--- config.mk ---
export PLATFORM = sky130hd
export DESIGN_NAME = sipo_register
export DESIGN_NICKNAME = d
export VERILOG_FILES = /design/src/rtl/sipo_register.sv
export SDC_FILE = /design/constraint.sdc
export NUM_CORES = 1
export LEC_CHECK = 0
export BUFFER_PORTS_ARGS = -buffer_cell sky130_fd_sc_hd__buf_2
export CORE_MARGIN = 1.5
export CORE_UTILIZATION = 56
export CTS_CLUSTER_SIZE = 8
export DETAILED_ROUTE_END_ITERATION = 8
export PLACE_DENSITY_LB_ADDON = 0.3
export SLEW_MARGIN = 15
export SYNTH_ARGS = -nofsm -noshare
export SYNTH_HDL_FRONTEND = slang
export SYNTH_SLANG_ARGS = --single-unit
--- constraint.sdc ---
create_clock -name clk -period 3.6 [get_ports clk]
set_input_delay 0.72 -clock clk [delete_from_list [all_inputs] [get_ports clk]]
set_output_delay 0.72 -clock clk [all_outputs]
set_load 0.03 [all_outputs]
--- src/rtl/sipo_register.sv ---
// Serial-in parallel-out deserializer: LSB-first bits are assembled into WIDTH-bit words on a valid/ready holding stage.
// Define SIPO_REGISTER_PARITY_EN to append one even-parity bit per frame and report parity_err.
module sipo_register #(
    parameter int WIDTH = 8
) (
    input  logic             clk,
    input  logic             rst,
    input  logic             serial_in,
    input  logic             serial_valid,
    input  logic             frame_start,
    output logic [WIDTH-1:0] parallel_out,
    output logic             out_valid,
    input  logic             out_ready,
    output logic             overrun,
    output logic             parity_err
);

    localparam int CNT_W = $clog2(WIDTH + 1);
    localparam logic [CNT_W-1:0] LAST_BIT = CNT_W'(WIDTH - 1);

`ifdef SIPO_REGISTER_PARITY_EN
    typedef enum logic [0:0] {COLLECT, PARITY} state_t;
`else
    typedef enum logic [0:0] {COLLECT} state_t;
`endif

    state_t           state, state_n;
    logic [CNT_W-1:0] cnt, cnt_n;
    logic [WIDTH-1:0] shift_q, shift_n;
    logic [WIDTH-1:0] word;
    logic             perr;
    logic             complete;

    always_comb begin
        state_n  = state;
        cnt_n    = cnt;
        shift_n  = shift_q;
        word     = {serial_in, shift_q[WIDTH-1:1]};
        perr     = 1'b0;
        complete = 1'b0;
        if (frame_start) begin
            // Resync: stale bits fall out of the register before the new frame can complete.
            state_n = COLLECT;
            if (serial_valid) begin
                shift_n = word;
                cnt_n   = CNT_W'(1);
            end else begin
                cnt_n = '0;
            end
        end else if (serial_valid) begin
`ifdef SIPO_REGISTER_PARITY_EN
            if (state == PARITY) begin
                word     = shift_q;
                perr     = (^shift_q) ^ serial_in;
                complete = 1'b1;
                cnt_n    = '0;
                state_n  = COLLECT;
            end else
`endif
            begin
                shift_n = word;
                if (cnt == LAST_BIT) begin
`ifdef SIPO_REGISTER_PARITY_EN
                    state_n = PARITY;
                    cnt_n   = CNT_W'(WIDTH);
`else
                    complete = 1'b1;
                    cnt_n    = '0;
`endif
                end else begin
                    cnt_n = cnt + CNT_W'(1);
                end
            end
        end
    end

    always_ff @(posedge clk) begin
        if (rst) begin
            state        <= COLLECT;
            cnt          <= '0;
            shift_q      <= '0;
            parallel_out <= '0;
            out_valid    <= 1'b0;
            overrun      <= 1'b0;
            parity_err   <= 1'b0;
        end else begin
            state   <= state_n;
            cnt     <= cnt_n;
            shift_q <= shift_n;
            overrun <= 1'b0;
            if (complete) begin
                // A word completing against a stalled holding stage is dropped; the held word wins.
                if (!out_valid || out_ready) begin
                    parallel_out <= word;
                    parity_err   <= perr;
                    out_valid    <= 1'b1;
                end else begin
                    overrun <= 1'b1;
                end
            end else if (out_valid && out_ready) begin
                out_valid <= 1'b0;
            end
        end
    end

endmodule
Word level (Yosys, flattened, before mapping) --
Cells that the tools add are included.
Storage, ports and cells: bits of input ports 6, output and inout port bits 11, RAM bits 0, flip-flop bits (word level) 22, ROM bits 0, bits in latches 0, word-level logic and storage cells 28, memories 0
Cells by class: divide/modulo/power cells 0, reduce and logical (&&, ||, !) cells 8, multipliers 0, mux-type cells 11, add/subtract/negate cells 1, $lt $le $gt $ge 0, bitwise operators 1, eq/ne operators 2, shift-type cells 0
Operators by type and width (count):
- two-way mux 4 bit | 3
- two-way mux 1 bit | 8
- adder 4 x 1 -> 4 bit (second input constant) | 1
- equality test 4 x 3 -> 1 bit (second input constant) | 1
- AND reduction 2 bit | 2
- nonzero test 2 bit | 2
- != test 2 x 1 -> 1 bit (second input constant) | 1
- OR reduction 2 bit | 1
- logical AND 1 bit | 1
- zero test 1 bit | 1
- logical OR 1 bit | 1
- NOT 1 bit | 1

Depth between registers and ports, before layout --
Gate-level depths: netlist of run 1.
depth after elaboration 6, depth in mapped cells 5, mapped depth without buffers 4

Worst setup path after synthesis of run 1 --
No wires, ideal clock.
path kind input to register, start point in frame_start, end point reg parallel_out[0], arrival time 1.583 ns, path slack 1.946 ns, stages on the path 4, setup time 0.072 ns, path buffers 1, path through or3b_4 > nor3b_2 > buf_6 > mux2i_1
Between the ends: cells in the longest elaborated chain, start to end 2
RTL lines:
- start, declared | RTL line 10 | input logic frame_start,
- two-way mux 1 bit | RTL line 41 | if (frame_start) begin
- AND reduction 2 bit (no source line)
- end signal, assigned | RTL line 94 | parallel_out <= word;
- end, declared | RTL line 11 | output logic [WIDTH-1:0] parallel_out,
Every way passes these cells. A chain may end at the register's enable or synchronous reset.

Worst setup path in the final report of run 1 --
start point reg cnt[0], end point reg parallel_out[6]
Between the ends: cells in the longest elaborated chain, start to end 5
RTL lines:
- start, declared | RTL line 28 | logic [CNT_W-1:0] cnt, cnt_n;
- start signal, assigned | RTL line 88 | cnt <= cnt_n;
- equality test 4 x 3 -> 1 bit | RTL line 62 | if (cnt == LAST_BIT) begin
- two-way mux 1 bit | RTL line 62
- two-way mux 1 bit | RTL line 50 | end else if (serial_valid) begin
- two-way mux 1 bit | RTL line 41
- AND reduction 2 bit (no source line)
Every way passes these cells.

==> results of run 1 <==
-- cells by family after synthesis --
group           synth area share, %
buf+inv                       3.983
fa+ha+maj                     1.422
other cells                  0.4263
flops                         47.79
simple gates                  24.75
xor+xnor                      1.992
compound gates                1.422
mux                           18.21
-- worst min-delay path, delay by kind of cell, from the launching register on --
family	cells	cell delay [ps]
flops	1	320
mux	1	60
simple gates	1	60
-- worst paths after layout --
path         cells after the start               to
max                              4  parallel_out[6]
min reg2reg                      2  parallel_out[7]
max reg2reg                      4  parallel_out[6]
min                              2  parallel_out[7]
-- flip-flops by register name, indices dropped and copies added, names as in the netlist --
name	flops
overrun	1
parallel_out	8
cnt	4
out_valid	1
shift_q	7
-- cell usage after synthesis, drive strengths merged, types with 3 or more instances --
| cell | number | area (um2) |
|---|---|---|
| mux2i | 16 | 160.2 |
| clkbuf | 3 | 11.26 |
| nand2b | 17 | 106.4 |
| nor3 | 4 | 20.02 |
| dfxtp | 21 | 420.4 |
| buf | 3 | 23.77 |
| nand2 | 3 | 11.26 |
| nor2 | 8 | 30.03 |
-- routing by layer --
layer  vias up  wire [um]  global-route usage [%]
met5         -          0                       0
met4         0         19                   7.500
met3         2         31                   5.172
met2         9        577                   24.85
met1       259        648                   21.41
li1        310          -                       -
-- power by group through the flow --
| stage | registers, uW | clock network [uW] | logic (uW) |
|---|---|---|---|
| global placement | 242 | 0 | 21.2 |
| CTS | 237 | 115 | 21.5 |
| finish | 237 | 113 | 21.4 |
| detailed placement | 242 | 0 | 21.6 |
| global route | 237 | 125 | 23.7 |
| floorplan | 242 | 0 | 17.8 |
-- through the flow --
| stage | instances | utilization [%] |
|---|---|---|
| 5_1_grt | 116 | 64.96 |
| 4_1_cts | 116 | 64.96 |
| 2_1_floorplan | 87 | - |
| 3_5_place_dp | 112 | 63.11 |
| 6_report | 116 | 64.96 |
| 3_3_place_gp | 112 | 63.11 |
-- layout make-up --
class	instances	area [um2]	share of cell area (%)
sequential	21	420.4	43.47
multi-input combinational	60	424.2	43.86
timing repair buffer	15	75.07	7.762
clock buffer	3	22.52	2.329
tap	16	20.02	2.070
clock inverter	1	5.005	0.5175
==> flow_metrics.py, run 1 <==
metrics = {
    "run_status": {
        "status": "complete, no violations",
    },
    "clock_tree": {
        "clkLatencyLatePin_ps": 310,
        "clock-sinks": 21,
        "cts_tree": "yes",
        "root_buffer": "clkbuf_4",
        "numCtsBuffers": 3,
        "clockBufferDepth": 2,
        "ctsHoldBuffers": 0,
        "cts_setup_buffers": 0,
        "cts_resized": 0,
        "cts_max_level": 1,
        "path_clk_slew_ps": 120,
    },
    "detailed_routing": {
        "drtIter0Drc": 4,
        "drt-total-wl_um": 1275,
        "wl_per_cell_um": 10.99,
        "drtAntennaViolNets": 0,
        "vias": 580,
        "route.detailed.drc": 0,
        "drtPass1Iterations": 4,
        "vias_per_cell": 5.000,
    },
    "layout": {
        "drive_gt1_share_pct": 21.00,
        "final_cell_mix": "21 x dfxtp_1, 17 x nand2b_1, 16 x mux2i_1, 15 x buf_2, 8 x nor2_1",
        "final_area_um2": 967.2,
        "area_growth_pct": 9.957,
        "fillers": 129,
        "diodes": 0,
        "nets": 108,
        "final_common_cell": "dfxtp_1",
    },
    "setup_path": {
        "crit_path_start_kind": "flip-flop",
        "crit_family": "simple AND/OR/NAND/NOR gates",
        "path_class": "flip-flop to flip-flop",
        "crit_chain": "ha_1 -> or3b_4 -> nor3b_2 -> mux2i_1",
        "crit_path_end_kind": "flip-flop",
        "crit_start": "cnt[0]",
        "worstPathArrival_ps": 2170,
        "rrSetupSlack_ps": 1660,
        "crit_fanout": 8,
        "worstPathBufferInverterCount": 0,
        "cp_slowest_stage_delay_ps": 640,
        "slowest_stage": "nor3b_2",
        "cp.required_ps": 3830,
        "r2r_start": "cnt[0]",
    },
    "grt": {
        "globalRouteOverflowTotal": 0,
        "antenna_found_initial": 0,
        "grt_pass1_vias": 530,
        "grt_start_max_net_pins": 30,
        "track_usage_pct": 16.50,
        "grt_pass1_wl_um": 2221,
    },
    "die": {
        "ios": 17,
        "start_util_pct": 59.08,
        "dieArea_mm2": 0.001817,
        "rows": 14,
        "die_h_um": 42.63,
        "dieWidth_um": 42.63,
        "floorplan.core_area_mm2": 0.001489,
    },
    "timing": {
        "period_share_pct": 53.88,
        "clock.fmax_mhz": 515.5,
        "min_period_ps": 1940,
        "hold_viol": 0,
        "setup_viol": 0,
        "fin_skew_ps": 11.95,
        "rsz0062_at_grt": "no",
        "fin_ws_ps": 1660,
        "relSlewSlack_pct": 48.71,
        "tightestPinTransition_ps": 766.0,
        "drv_slew": 0,
        "timing.setup.tns_ps": 0,
        "timing.hold.ws_ps": 476.0,
    },
    "synthesis": {
        "synth_edf_count": 0,
        "ys.warnings.count": 0,
        "synthArstFlopShare_pct": 0,
        "avgSynthCellArea_um2": 10.11,
        "synth_area_um2": 879.6,
        "syn-instance-count": 87,
        "synth_cell_type_count": 22,
        "ys.flop_type": "dfxtp_1",
        "seq_area_frac_synth_pct": 47.80,
        "mappedNetlistNets": 94,
        "synth_seq_cells": 21,
    },
    "power_and_ir_drop": {
        "p_total_uw": 371.3,
        "pwr-share-comb_pct": 5.8,
        "leakage_uw": 0.0003929,
        "power.internal_uw": 286.3,
        "pwr-share-clk_pct": 30.4,
        "power_density_mw_per_mm2": 383.9,
        "peakVddDrop_mv": 0.3253,
        "power.switching_uw": 85.06,
        "seq_power_share_pct": 63.8,
        "swShare_pct": 22.91,
    },
    "job": {
        "maxCapViolCount": 0,
    },
    "place": {
        "place_congestion": 0.7682,
        "place.detailed.hpwl_um": 914,
        "io_buffers": 15,
        "placed_cell_area_um2": 939.7,
        "dp_slack_ps": 1340,
    },
    "min_path": {
        "min-delay-start": "parallel_out[7]",
        "hold_class": "flip-flop to flip-flop",
    },
}
(Power assumes the default switching activity.)
==> inputs of run 2 (changes only) <==
- CORE_UTILIZATION: 56 -> 47
- clock period: 3.6 -> 1.7 ns (I/O delays scaled with it)
==> run 2 against run 1 <==
  * Sequential power increased by 110%
  * Fmax increased by 25%
  * Die area increased by 18%
  * Flip-flop and latch count unchanged
  * Critical endpoint unchanged
  * Largest cell class unchanged
==> flow_metrics.py, run 2 (synthesis results as in run 1) <==
metrics = {
    "setup_path": {
        "r2r-end": "parallel_out[6]",
        "r2r_start": "cnt[0]",
        "cp_slowest_stage_delay_ps": 400,
        "crit_family": "simple AND/OR/NAND/NOR gates",
        "worstPathArrival_ps": 1790,
        "worstRegToRegCells": 5,
        "rrSetupSlack_ps": 150,
        "path_class": "flip-flop to flip-flop",
        "crit_fanout": 8,
        "slowest_stage": "or3b_4",
        "crit_path_start_kind": "flip-flop",
        "crit_start": "cnt[0]",
        "crit_path_end_kind": "flip-flop",
        "worstPathBufferInverterCount": 1,
        "crit_chain": "ha_1 -> or3b_4 -> nor3b_2 -> buf_6 -> mux2i_1",
        "cp.required_ps": 1940,
    },
    "timing": {
        "period_share_pct": 91.05,
        "fin_ws_ps": 152.1,
        "rsz0062_at_grt": "no",
        "timing.setup.tns_ps": 0,
        "setup_viol": 0,
        "hold_viol": 0,
        "clock.fmax_mhz": 646.0,
        "min_period_ps": 1548,
        "fin_skew_ps": 2.453,
        "drv_slew": 0,
    },
    "clock_tree": {
        "clock-sinks": 21,
        "numCtsBuffers": 3,
        "cts_tree": "yes",
        "clkLatencyLatePin_ps": 300,
        "cts_resized": 0,
        "path_clk_slew_ps": 100,
        "cts_max_level": 1,
        "root_buffer": "clkbuf_4",
        "cts_setup_buffers": 0,
        "clockBufferDepth": 2,
        "ctsHoldBuffers": 0,
    },
    "detailed_routing": {
        "drtPass1Iterations": 4,
        "vias_per_cell": 4.606,
        "drtIter0Drc": 9,
        "route.detailed.drc": 0,
        "drt-total-wl_um": 1286,
        "drtAntennaViolNets": 0,
        "wl_per_cell_um": 10.13,
        "vias": 585,
    },
    "min_path": {
        "hold_class": "input port to flip-flop",
        "min_to": "cnt[3]",
        "min-delay-start": "frame_start",
        "whs_path_depth": 2,
    },
    "power_and_ir_drop": {
        "pwr-share-comb_pct": 6.1,
        "peakVddDrop_mv": 0.3985,
        "pwr-share-clk_pct": 29.6,
        "power_density_mw_per_mm2": 783.5,
        "leakage_uw": 0.0004012,
        "seq_power_share_pct": 64.3,
        "swShare_pct": 21.64,
        "power.switching_uw": 168.9,
        "power.internal_uw": 611.4,
    },
    "job": {
        "maxCapViolCount": 0,
    },
    "layout": {
        "postLayoutCoreUtil_pct": 57.06,
        "final_common_cell": "dfxtp_1",
        "area_growth_pct": 13.23,
        "drive_gt1_share_pct": 21.57,
        "final_cell_mix": "21 x dfxtp_1, 17 x nand2b_1, 16 x mux2i_1, 15 x buf_2, 8 x nor2_1",
        "largest_reg_flops": 8,
        "nets": 110,
        "regMostFlops": "parallel_out",
        "biggestRegsByFlops": "parallel_out: 8 flops, shift_q: 7 flops, cnt: 4 flops",
        "diodes": 0,
    },
    "grt": {
        "grt_start_max_net_pins": 30,
        "track_usage_pct": 14.46,
        "grt_pass1_wl_um": 2132,
        "globalRouteOverflowTotal": 0,
        "antenna_found_initial": 0,
        "grt_pass1_vias": 501,
    },
    "die": {
        "floorplan.core_area_mm2": 0.001745,
        "ios": 17,
        "dieWidth_um": 46.26,
        "start_util_pct": 50.39,
        "rows": 15,
        "dieArea_mm2": 0.002140,
        "die_h_um": 46.26,
    },
    "place": {
        "place.detailed.hpwl_um": 897.4,
        "io_buffers": 15,
        "dp_slack_ps": 147.5,
        "place_congestion": 0.8445,
    },
    "run_status": {
        "status": "complete, no violations",
    },
}
-- run 2: cell count changes in the layout (fill, tap and decap cells not counted) --
cell / before / now
clkbuf_1: 0 / 1
buf_4: 0 / 1
buf_6: 0 / 1
clkinv_2: 1 / 0
-- run 2: area by class of cell --
class | count | area [um2]
multi-input cells | 60 | 424.2
well taps | 25 | 31.28
flip-flops and latches | 21 | 420.4
repair buffers | 17 | 93.84
fillers | 165 | 749.5
clock buffers | 4 | 26.28
-- run 2: per-stage QoR --
stage | area [um2] | power (uW) | cells | hold WS (ps)
global route | 996.0 | 820.6 | 127 | 256.8
finish | 996.0 | 780.3 | 127 | 259.6
floorplan | 879.6 | 549.3 | 87 | 418.5
global placement | 965.9 | 559.5 | 123 | 458.3
detailed placement | 965.9 | 560.4 | 123 | 459.3
CTS | 992.2 | 801.3 | 127 | 234.2
-- run 2: power by group through the flow --
stage	clock network, uW	logic [uW]	registers (uW)
floorplan	0	37.7	512
global placement	0	47.2	512
detailed placement	0	47.7	513
CTS	252	47.9	501
global route	265	52.6	503
finish	231	47.5	501
-- run 2: worst max-delay path by stage --
stage | end | cells past startpoint
after floorplan | parallel_out[0] | 5
after global placement | parallel_out[5] | 5
after detailed placement | parallel_out[6] | 5
final | parallel_out[6] | 5
after CTS | parallel_out[6] | 5
after global routing | parallel_out[6] | 5
-- run 2: metal layers --
layer  GRT usage (%)  wire length, um  share of wire [%]
met3           3.529               30                2.3
met4           10.29               32                2.5
met1           19.52              690                 54
met2           19.72              532                 41
met5               0                0                  0
